[config.mk]
export PLATFORM = sky130hd
export DESIGN_NAME = store_decider
export DESIGN_NICKNAME = d
export VERILOG_FILES = /design/src/rtl/store_decider_pkg.sv /design/src/rtl/store_decider_merge.sv /design/src/rtl/store_decider.sv
export SDC_FILE = /design/constraint.sdc
export NUM_CORES = 1
export LEC_CHECK = 0
export CAP_MARGIN = 20
export CORE_ASPECT_RATIO = 1.5
export CORE_MARGIN = 3
export CORE_UTILIZATION = 30
export CTS_CLUSTER_SIZE = 8
export DETAILED_ROUTE_END_ITERATION = 6
export DONT_BUFFER_PORTS = 1
export GPL_TIMING_DRIVEN = 0
export MAX_ROUTING_LAYER = met4
export PLACE_DENSITY = 0.53
export SLEW_MARGIN = 25
export SYNTH_ARGS = -nofsm -noshare
export SYNTH_HDL_FRONTEND = slang
export SYNTH_SLANG_ARGS = --single-unit
[constraint.sdc]
create_clock -name clock -period 3.8 [get_ports clock]
set_input_delay 0.38 -clock clock [delete_from_list [all_inputs] [get_ports clock]]
set_output_delay 0.38 -clock clock [all_outputs]
set_load 0.01 [all_outputs]
[src/rtl/store_decider_pkg.sv]
// Shared encodings for the load/store data paths: access-size selectors and
// the store sequencer state type.
package store_decider_pkg;

    localparam logic [1:0] SEL_BYTE    = 2'b00;
    localparam logic [1:0] SEL_HALF    = 2'b01;
    localparam logic [1:0] SEL_WORD    = 2'b10;
    localparam logic [1:0] SEL_ILLEGAL = 2'b11;

    localparam int unsigned CNT_W = 3;

    typedef enum logic [1:0] {
        IDLE  = 2'b00,
        READ  = 2'b01,
        WRITE = 2'b10,
        DONE  = 2'b11
    } state_e;

endpackage

[src/rtl/store_decider_merge.sv]
// Combinational lane merge for sub-word stores: the low byte or half of the
// register data replaces the matching low lane of the fetched memory word.
module store_merge
    import store_decider_pkg::*;
(
    input  logic [1:0]  selector,
    input  logic [31:0] rdata,
    input  logic [31:0] store_data,
    output logic [31:0] merged
);

    always_comb begin
        merged = store_data;
        case (selector)
            SEL_BYTE: merged = {rdata[31:8], store_data[7:0]};
            SEL_HALF: merged = {rdata[31:16], store_data[15:0]};
            default:  merged = store_data;
        endcase
    end

endmodule

[src/rtl/store_decider.sv]
// Store sequencer: sw writes directly; sb/sh fetch the word, merge the low
// lane and write it back. start/done handshake towards the control unit.
module store_decider
    import store_decider_pkg::*;
#(
    parameter int unsigned MEM_READ_LATENCY = 1
) (
    input  logic        clock,
    input  logic        reset,
    input  logic        start,
    input  logic [1:0]  selector,
    input  logic [31:0] addr,
    input  logic [31:0] store_data,
    input  logic [31:0] mem_rdata,
    output logic [31:0] mem_addr,
    output logic [31:0] mem_wdata,
    output logic        mem_wr,
    output logic        busy,
    output logic        done,
    output logic        error
);

    // Handshake: start is a request sampled only in IDLE; done pulses for one
    // cycle at completion and requests arriving while busy are dropped.
    state_e             state;
    logic [1:0]         sel_q;
    logic [31:0]        data_q;
    logic [CNT_W-1:0]   wait_cnt;
    logic               error_q;
    logic [31:0]        merged;

    store_merge u_merge (
        .selector   (sel_q),
        .rdata      (mem_rdata),
        .store_data (data_q),
        .merged     (merged)
    );

    always_ff @(posedge clock or negedge reset) begin
        if (!reset) begin
            state     <= IDLE;
            sel_q     <= SEL_BYTE;
            data_q    <= '0;
            wait_cnt  <= '0;
            error_q   <= 1'b0;
            mem_addr  <= '0;
            mem_wdata <= '0;
        end else begin
            case (state)
                IDLE: begin
                    if (start) begin
                        mem_addr <= addr;
                        sel_q    <= selector;
                        data_q   <= store_data;
                        error_q  <= 1'b0;
                        case (selector)
                            SEL_WORD: begin
                                mem_wdata <= store_data;
                                state     <= WRITE;
                            end
                            SEL_BYTE, SEL_HALF: begin
                                wait_cnt <= CNT_W'(MEM_READ_LATENCY - 1);
                                state    <= READ;
                            end
                            default: begin
                                error_q <= 1'b1;
                                state   <= DONE;
                            end
                        endcase
                    end
                end
                READ: begin
                    // mem_rdata is only trusted on the last cycle of the wait
                    if (wait_cnt == '0) begin
                        mem_wdata <= merged;
                        state     <= WRITE;
                    end else begin
                        wait_cnt <= wait_cnt - 1'b1;
                    end
                end
                WRITE: state <= DONE;
                DONE: begin
                    error_q <= 1'b0;
                    state   <= IDLE;
                end
                default: state <= IDLE;
            endcase
        end
    end

    assign mem_wr = (state == WRITE);
    assign done   = (state == DONE);
    assign busy   = (state != IDLE);
    assign error  = error_q;

endmodule

==> metrics.cfg, run 1 <==
[outcome]
status=completed

[pwr]
total_power_mw=4.800
p_leak_nw=2.186
power_density_mw_per_mm2=918.8
seqPwrFrac_pct=45.5
p_sw_mw=1.874
comb_power_share_pct=35.4
vdd_drop_max_uv=285.4
internal_power_mw=2.926
switching_share_pct=39.04
clock_power_share_pct=19.1

[worst_setup_path]
critPathCaptureType=flop
crit_path_end=mem_wdata[3]
crit_fanout=10
r2r-start=wait_cnt[0]
critical_path_required_ns=4.07
crit_start=wait_cnt[0]
startpoint_type=flop
rr_worst_depth=9
reg2reg_slack_ns=1.40
critPathKind=flop to flop
r2r_end=mem_wdata[3]
critical_path_arrival_ns=2.66

[route]
drc_errors=0
drtIter0Drc=123
drtAntennaViolNets=0
num_vias=3069
drt-vias-per-instance=5.056
wl_mm=11.94
drt_pass1_iterations=6
wl_per_cell_um=19.67

[logic_synthesis]
synth_cell_type_count=26
synth_edf_count=0
synth_warnings=0
postSynthCellCount=390
synth.avg_cell_area_um2=11.92
async_flop_share_pct=100.0
synth_compound_area_share_pct=10.23
ys_seq_elements=104
mappedNetlistArea_mm2=0.004647
synth_xor_area_share_pct=0
yosys.area_share.simple_pct=7.781
muxShareOfSynthArea_pct=20.89
synth_ff_type=dfrtp_1
synth_common_cells=104 x dfrtp_1, 64 x mux2_2, 63 x nand2_1
synth_top_area_cell=dfrtp_1
synth_area_leaders=dfrtp_1 56%, mux2_2 16%, mux2i_1 5.4%
synth_top_family_by_area=multiplexers
yosysTopAreaCellShare_pct=56.00
syn_nets=498
ys_seq_area_share_pct=56.00
yosysMostFrequentCell=dfrtp_1
synth_adder_area_share_pct=1.885

[placed_design]
gp_congestion=0.7939
portBuffers=0
dp.cells=589
dpl.hpwl_mm=8.714

[sta]
finalSetupViolations=0
period_minus_slack_ns=2.396
clock-skew-final_ns=0.009174
tightestPinTransition_ns=0.7622
fin_crit_sh_pct=63.07
hold_viol=0
tns_ns=0
grt_setup_unrepaired=false
drv_slew=0
fmax_ghz=0.4173
relSlewSlack_pct=49.00

[min_path]
min_from=addr[25]
hold_class=primary input to flop

[die]
die_h_um=158.4
fp.dieArea_mm2=0.01705
start_util_pct=30.69
coreArea_mm2=0.01514
core.rowCount=55
io_pins=169
die_x_um=107.6

[cts]
cts.clk_slew.worst_paths_ns=0.08
clock_latency_ns=0.35
post_cts_buffers=0
numCtsBuffers=9
htree_levels=3
clock_path_buffers=2
cts_sinks=104
cts_tree=yes
root_buffer=clkbuf_16

[grt]
grt_pass1_vias=3196
antenna_found_initial=0
grt_use_total_pct=14.08
grt_max_degree=105
grt_pass1_wl_mm=17.80
grt.overflow.total=0

[finish]
area.sequential_mm2=0.002603
synthToLayoutAreaGrowth_pct=12.41
drive_gt1_share_pct=23.77
final_core_util_pct=34.50
fillCellCount=1521
multiInputGateArea_mm2=0.001896
final_nets=511
antenna_cells=0
final_cells=607

[job]
drv_cap=0

## power groups by stage
stage	combinational [mW]	sequential, mW	clock, mW
2_1_floorplan	1.32	2.09	0
3_3_place_gp	1.65	2.20	0
3_5_place_dp	1.72	2.22	0
4_1_cts	1.75	2.20	0.952
5_1_grt	1.92	2.26	1.00
6_report	1.70	2.18	0.916
## state kept, by name, summed over array words and instances, names as in the netlist
name / cells
error: 1
sel_q: 2
mem_wdata: 32
mem_addr: 32
data_q: 32
state: 2
wait_cnt: 3
## kinds of logic after synthesis
family,after synthesis
AOI/OAI and AO/OA,72
muxes,89
and+or+nand+nor,84
DFF,104
buffers and inverters,34
adders and majority gates,7
## final cells by class
type / instances / share of cell area (%)
repair buffers: 2 / 0.7186
plain buffers: 26 / 2.275
flip-flops and latches: 104 / 49.82
well taps: 199 / 4.766
inverters: 8 / 0.5749
clock inverters: 6 / 0.9820
clock buffers: 10 / 4.575
multi-input cells: 252 / 36.29
## through the flow
| stage | cell area (um^2) | setup WS, ns | hold slack [ns] |
|---|---|---|---|
| detailed placement | 4896 | 1.365 | 0.08657 |
| CTS | 5224 | 1.325 | 0.1616 |
| global placement | 4896 | 1.418 | 0.08700 |
| floorplan | 4647 | 1.832 | 0.08441 |
| global route | 5224 | 1.120 | 0.1583 |
| finish | 5224 | 1.404 | 0.1755 |
## cell usage in the layout, fill, tap and decap left out, drive strengths merged
master	count
a211o	1
a21oi	3
a22o	3
a31oi	1
buf	15
clkbuf	22
clkinv	3
dfrtp	104
dlygate4sd3	1
ha	7
inv	11
mux2	64
mux2i	25
nand2	63
nand3b	1
nand4	8
nor2	6
nor2b	2
o21ai	45
o221a	8
o31ai	2
o32a	8
o41ai	1
or2	3
or3	1
## routing by layer
metal	vias to the layer above	share of wire, %	track usage, %
met5	-	0	-
met4	0	2.2	6.077
met3	20	6.8	3.732
met2	101	52	23.75
met1	1538	39	15.67
li1	1410	-	-
## how the worst min path moves through the flow
stage               endpoint  slack, ns  cells past startpoint
5_1_grt           data_q[26]       0.16                      1
3_3_place_gp   mem_wdata[28]       0.09                      0
2_1_floorplan      data_q[0]       0.08                      0
6_report        mem_addr[25]       0.18                      1
3_5_place_dp      data_q[28]       0.09                      0
4_1_cts         mem_addr[31]       0.16                      1
## worst max-delay path, cell delays in order, from the launching register on
cell	delay [ns]
dfrtp_1	0.39
inv_1	0.07
ha_1	0.20
ha_1	0.28
nor2b_4	0.17
a211o_1	0.17
clkbuf_1	0.37
clkbuf_1	0.48
nand2_1	0.12
o21ai_0	0.08
## repair_timing
action | CTS | global route
hold endpoints to repair | 104 | 0
resized for setup | 0 | 0
hold buffers | 2 | 0
Power figures use the tool's default switching activity.
==> inputs of run 2 (changes only) <==
==> constraint.sdc (replaced) <==
create_clock -name clock -period 2.4 [get_ports clock]
set_input_delay 0.24 -clock clock [delete_from_list [all_inputs] [get_ports clock]]
set_output_delay 0.24 -clock clock [all_outputs]
set_load 0.01 [all_outputs]
==> run 2 against run 1 <==
The flow now finishes with violations (negative hold slack). Sequential power up 58%. Combinational power rose by 56%. Flip-flop and latch count did not move. Non-clock buffer count is 3 lower. Hold slack worse by 0.60 ns. Via count is 1.1% lower. Die area stayed put. Final area down 0.62%. Cell count decreased by 0.49%. Total power grew 58%. Maximum frequency grew 11%. Highest routed layer unchanged.
==> metrics.cfg, run 2 (synthesis gave the netlist of run 1 again) <==
[cts]
htree_levels=3  ; unchanged
clock_path_buffers=2  ; unchanged
cts.clk_slew.worst_paths_ns=0.08  ; about the same
cts_sinks=104  ; unchanged
post_cts_buffers=0  ; unchanged
numCtsBuffers=9  ; unchanged
clock_latency_ns=0.35  ; about the same
root_buffer=clkbuf_16
cts_tree=yes

[grt]
antenna_found_initial=0  ; unchanged
grt_use_met1_pct=15.60  ; -0.077 points
grt_pass1_vias=3181  ; -0.47%
grt_use_total_pct=14.08  ; unchanged
grt_pass1_wl_mm=17.79  ; about the same
grtUsageMet3_pct=3.732  ; unchanged
grt-busiest-layer=met2
grt.overflow.total=0  ; unchanged
grt_use_met2_pct=23.84  ; +0.089 points
grt_max_degree=105  ; unchanged

[route]
drtIter0Drc=95  ; -23%
wl_mm=11.95  ; about the same
drt_pass1_iterations=6  ; unchanged
drc_errors=0  ; unchanged
drt-vias-per-instance=5.026  ; -0.58%
wl_per_cell_um=19.79  ; +0.57%
drtAntennaViolNets=0  ; unchanged
num_vias=3036  ; -1.1%

[finish]
final_nets=508  ; -0.59%
final_core_util_pct=34.29  ; -0.21 points
largest_registers=data_q x32, mem_addr x32, mem_wdata x32
layout_common_cells=104 x dfrtp_1, 64 x mux2_2, 63 x nand2_1
final_common_cell=dfrtp_1
antenna_cells=0  ; unchanged
drive_gt1_share_pct=24.94  ; +1.2 points
synthToLayoutAreaGrowth_pct=11.71

[placed_design]
dpl.hpwl_mm=8.714  ; unchanged
portBuffers=0  ; unchanged
gp_congestion=0.7939  ; unchanged

[worst_setup_path]
max_stage_delay_ns=0.41  ; -0.07 ns
path_common_cell=ha_1
reg2reg_slack_ns=0.23  ; -1.17 ns
crit_fanout=8  ; -2
critical_path_required_ns=2.63  ; -1.44 ns
slowest_stage=dfrtp_1
r2r-start=wait_cnt[0]
startpoint_type=flop
r2r_end=mem_wdata[8]
critical_path_arrival_ns=2.40  ; -0.26 ns
critPathKind=flop to flop
crit_chain=inv_1, ha_1, ha_1, nor2b_4, or3_1, buf_2, o32a_1, o221a_1
critPathCaptureType=flop
rr_worst_depth=8  ; -1

[pwr]
comb_power_share_pct=35.1  ; -0.3 points
seqPwrFrac_pct=45.7  ; +0.2 points
clock_power_share_pct=19.2  ; about the same
p_leak_nw=2.180  ; -0.28%
p_sw_mw=2.929  ; +56%
switching_share_pct=38.70  ; -0.34 points
power_density_mw_per_mm2=1458  ; +59%
vdd_drop_max_uv=467.0  ; +64%
internal_power_mw=4.639  ; +59%
total_power_mw=7.568  ; +58%

[sta]
fin_crit_sh_pct=90.29  ; +27 points
hold_viol=104  ; +104
tightestPinTransition_ns=0.7752  ; +0.01303 ns
finalSetupViolations=0  ; unchanged
grt_setup_unrepaired=false
drv_slew=0  ; unchanged
holdWs_ns=-0.4239  ; -0.5994 ns
fmax_ghz=0.4615  ; +11%
period_minus_slack_ns=2.167  ; -0.2296 ns
clock-skew-final_ns=0.007906  ; -0.001269 ns
relSlewSlack_pct=48.13  ; -0.87 points

[die]
start_util_pct=30.69  ; unchanged
die_x_um=107.6  ; unchanged
core.rowCount=55  ; unchanged
die_h_um=158.4  ; unchanged
fp.dieArea_mm2=0.01705  ; unchanged
io_pins=169  ; unchanged
coreArea_mm2=0.01514  ; unchanged

[job]
drv_cap=0  ; unchanged

[outcome]
violations=negative hold slack
status=finished with violations

[min_path]
hold_class=primary input to async pin

==> run 2: cell count changes in the layout (fill, tap and decap cells not counted), sizes merged <==
| cell | previous run | this run |
|---|---|---|
| buf | 15 | 13 |
| dlygate4sd3 | 1 | 0 |
==> run 2: area by class of cell <==
class | instances | area, um^2
Sequential cell | 104 | 2603
Fill cell | 1527 | 9948
Clock inverter | 6 | 51.30
Buffer | 25 | 120.1
Inverter | 8 | 30.03
Multi-Input combinational cell | 252 | 1899
Clock buffer | 10 | 239.0
Tap cell | 199 | 249.0
==> run 2: stage by stage <==
stage / instances / hold slack (ns) / cell area (um^2) / setup TNS, ns / setup slack [ns]
floorplan: 390 / -0.05559 / 4647 / 0 / 0.4323
global placement: 589 / -0.05300 / 4896 / 0 / 0.01840
detailed placement: 589 / -0.05343 / 4896 / -0.1972 / -0.03460
CTS: 605 / -0.4368 / 5189 / 0 / 0.01362
global route: 604 / -0.4437 / 5191 / 0 / 0.08488
finish: 604 / -0.4239 / 5191 / 0 / 0.2331
==> run 2: worst max-delay path, delay by kind of cell, from the launching register on <==
| family | cells | cell delay, ns |
|---|---|---|
| buf+inv | 2 | 0.27 |
| flops | 1 | 0.41 |
| compound gates | 2 | 0.53 |
| simple gates | 2 | 0.38 |
| fa+ha+maj | 2 | 0.47 |
==> run 2: power by group through the flow <==
stage | clock network, mW | registers, mW | logic [mW]
after floorplan | 0 | 3.31 | 2.09
after global placement | 0 | 3.48 | 2.62
after detailed placement | 0 | 3.51 | 2.72
after CTS | 1.51 | 3.48 | 2.73
after global routing | 1.58 | 3.57 | 3.00
final | 1.45 | 3.45 | 2.66
==> run 2: what timing repair did <==
item,4_1_cts,5_1_grt
cloned,0,0
endpoints found under the setup margin,12,70
gates resized for setup,2,5
endpoints found under the hold margin,104,104
==> run 2: worst max path at each step <==
stage | from | end | depth (start not counted)
2_1_floorplan | wait_cnt[0] | mem_wdata[8] | 8
3_3_place_gp | wait_cnt[0] | mem_wdata[2] | 9
3_5_place_dp | wait_cnt[0] | mem_wdata[29] | 9
4_1_cts | state[0] | data_q[17] | 6
5_1_grt | state[0] | data_q[17] | 6
6_report | wait_cnt[0] | mem_wdata[8] | 8
==> run 2: metal layers <==
| metal | up-vias | wire length (um) | share of wire (%) |
|---|---|---|---|
| met5 | - | 0 | 0 |
| met4 | 0 | 265 | 2.2 |
| met1 | 1522 | 4622 | 39 |
| met2 | 94 | 6248 | 52 |
| li1 | 1399 | - | - |
| met3 | 21 | 814 | 6.8 |
==> inputs of run 3 (changes only) <==
--- a/config.mk
+++ b/config.mk
@@ -7,14 +7,13 @@
 export LEC_CHECK = 0
 export CAP_MARGIN = 20
 export CORE_ASPECT_RATIO = 1.5
-export CORE_MARGIN = 3
-export CORE_UTILIZATION = 30
+export CORE_UTILIZATION = 57
 export CTS_CLUSTER_SIZE = 8
 export DETAILED_ROUTE_END_ITERATION = 6
 export DONT_BUFFER_PORTS = 1
 export GPL_TIMING_DRIVEN = 0
 export MAX_ROUTING_LAYER = met4
-export PLACE_DENSITY = 0.53
+export PLACE_DENSITY = 0.84
 export SLEW_MARGIN = 25
 export SYNTH_ARGS = -nofsm -noshare
 export SYNTH_HDL_FRONTEND = slang
==> constraint.sdc (replaced) <==
create_clock -name clock -period 1.9 [get_ports clock]
set_input_delay 0.19 -clock clock [delete_from_list [all_inputs] [get_ports clock]]
set_output_delay 0.19 -clock clock [all_outputs]
set_load 0.01 [all_outputs]
==> run 3 against run 2 <==
The flow still finishes with violations (negative hold slack). Worst setup slack got worse by 0.23 ns. Maximum frequency up 14%. Utilization up 39 points. Via count is 13% higher. Register-to-register slack worse by 0.23 ns. Routed wire length is 3.1% lower. Die area shrank 50%. Clock skew shrank 0.0018 ns. Cell count fell by 4.8%. Count of clock-buffer cells in the layout is 1 higher. Largest cell class unchanged.
==> metrics.cfg, run 3 (synthesis gave the netlist of run 1 again) <==
[finish]
fillCellCount=510  ; -67%
layout_common_cells=104 x dfrtp_1, 64 x mux2_2, 63 x nand2_1
drive_gt1_share_pct=24.89  ; -0.045 points
final_common_cell=dfrtp_1
final_cells=575  ; -4.8%
final_nets=573  ; +13%
antenna_cells=0  ; unchanged
largest_registers=data_q x32, mem_addr x32, mem_wdata x32
synthToLayoutAreaGrowth_pct=25.42

[sta]
tightestPinTransition_ns=0.5894  ; -0.1858 ns
relSlewSlack_pct=60.56  ; +12 points
period_minus_slack_ns=1.896  ; -0.2709 ns
postLayoutSetupSlackWorst_ns=0.004017  ; -0.2291 ns
holdWs_ns=-0.4642  ; -0.04034 ns
fmax_ghz=0.5274  ; +14%
drv_slew=0  ; unchanged
clock-skew-final_ns=0.006078  ; -0.001828 ns
grt_setup_unrepaired=true
fin_crit_sh_pct=99.79  ; +9.5 points
hold_viol=104  ; unchanged
finalSetupViolations=0  ; unchanged

[outcome]
status=finished with violations
violations=negative hold slack

[cts]
cts_tree=yes
holdBufCountCts=61
htree_levels=3  ; unchanged
cts.clk_slew.worst_paths_ns=0.07  ; about the same
root_buffer=clkbuf_16
numCtsBuffers=9  ; unchanged
cts_sinks=104  ; unchanged
clock_latency_ns=0.35  ; about the same
clock_path_buffers=2  ; unchanged

[route]
drt_pass1_iterations=4  ; -2
wl_mm=11.58  ; -3.1%
drtIter0Drc=175  ; +84%
wl_per_cell_um=20.14  ; +1.8%
drtAntennaViolNets=0  ; unchanged
num_vias=3424  ; +13%
drc_errors=0  ; unchanged
drt-vias-per-instance=5.955  ; +18%

[die]
coreArea_mm2=0.007958  ; -47%
start_util_pct=58.40  ; +28 points
die_h_um=112.6  ; -29%
fp.dieArea_mm2=0.008525  ; -50%
die_x_um=75.72  ; -30%
core.rowCount=40  ; -27%
io_pins=169  ; unchanged

[worst_setup_path]
critical_path_required_ns=2.14  ; -0.49 ns
r2r_end=mem_wdata[11]
crit_fanout=8  ; unchanged
startpoint_type=flop
r2r-start=wait_cnt[1]
reg2reg_slack_ns=0.004  ; -0.23 ns
crit_start=wait_cnt[1]
critPathCaptureType=flop
critPathKind=flop to flop
critical_path_arrival_ns=2.13  ; -0.27 ns
crit_path_end=mem_wdata[11]
rr_worst_depth=7  ; -1

[pwr]
clock_power_share_pct=20.1  ; +0.9 points
switching_share_pct=36.84  ; -1.9 points
internal_power_mw=6.337  ; +37%
p_leak_nw=2.496  ; +14%
p_sw_mw=3.697  ; +26%
vdd_drop_max_uv=957.2  ; +100%
total_power_mw=10.03  ; +33%
comb_power_share_pct=36.1  ; +1.0 points
power_density_mw_per_mm2=1722  ; +18%
seqPwrFrac_pct=43.8  ; -1.9 points

[grt]
grt.overflow.total=0  ; unchanged
grt_use_total_pct=29.07  ; +15 points
antenna_found_initial=0  ; unchanged
grt_pass1_vias=3629  ; +14%
grt_pass1_wl_mm=17.46  ; -1.8%
grt_max_degree=105  ; unchanged

[placed_design]
dp.cells=495  ; -16%
gp_congestion=0.8832  ; +11%
dpl_worst_slack_ns=-0.3455  ; -0.3109 ns
dpl.hpwl_mm=7.463  ; -14%
portBuffers=0  ; unchanged

[min_path]
hold_class=primary input to async pin

[job]
drv_cap=0  ; unchanged

## run 3: worst max-delay path, stage by stage (launching register included)
cell	delay, ns
dfrtp_1	0.40
inv_2	0.08
ha_4	0.14
ha_4	0.15
nor2b_4	0.05
or3_4	0.38
o32a_1	0.36
o221a_1	0.22
## run 3: layout make-up
cell class | instances | area (um^2) | share of cell area (%)
Sequential cell | 104 | 2603 | 44.65
Buffer | 22 | 125.1 | 2.147
Clock buffer | 11 | 252.7 | 4.337
Inverter | 8 | 30.03 | 0.5152
Timing Repair Buffer | 68 | 663.1 | 11.38
Multi-Input combinational cell | 252 | 1944 | 33.36
Clock inverter | 5 | 78.83 | 1.353
Tap cell | 105 | 131.4 | 2.254
## run 3: what timing repair did
item,CTS,global route
setup endpoints to repair,86,56
resized for setup,16,12
pin swaps,1,1
setup buffers,5,2
hold endpoints to repair,165,104
## run 3: worst min-delay path by stage
stage	end	depth (start not counted)
after floorplan	data_q[0]	0
after global placement	data_q[20]	0
after detailed placement	data_q[20]	0
after CTS	mem_wdata[19]	0
after global routing	mem_wdata[19]	0
final	data_q[20]	0
## run 3: through the flow
step | hold slack, ns | TNS [ns] | utilization [%] | cell area (um^2)
6_report | -0.4642 | 0 | 73.24 | 5828
5_1_grt | -0.4803 | -0.4332 | 73.24 | 5828
4_1_cts | -0.4741 | -0.2735 | 73.00 | 5809
3_5_place_dp | -0.1036 | -23.26 | 60.28 | 4797
3_3_place_gp | -0.1039 | -19.02 | 60.28 | 4797
2_1_floorplan | -0.1056 | -0.01495 | - | 4666
## run 3: power groups by stage
stage	Sequential, mW	Clock (mW)	Combinational [mW]
3_5_place_dp	4.42	0	3.31
5_1_grt	4.53	2.14	3.99
4_1_cts	4.38	2.04	3.54
2_1_floorplan	4.18	0	2.65
3_3_place_gp	4.36	0	3.12
6_report	4.40	2.01	3.62
## run 3: layer usage
| layer | vias to the layer above | GRT usage [%] | share of wire (%) |
|---|---|---|---|
| met4 | 0 | 13.95 | 3.7 |
| met2 | 174 | 49.46 | 52 |
| met3 | 39 | 7.002 | 7.5 |
| li1 | 1532 | - | - |
| met1 | 1679 | 30.62 | 36 |
| met5 | - | - | 0 |
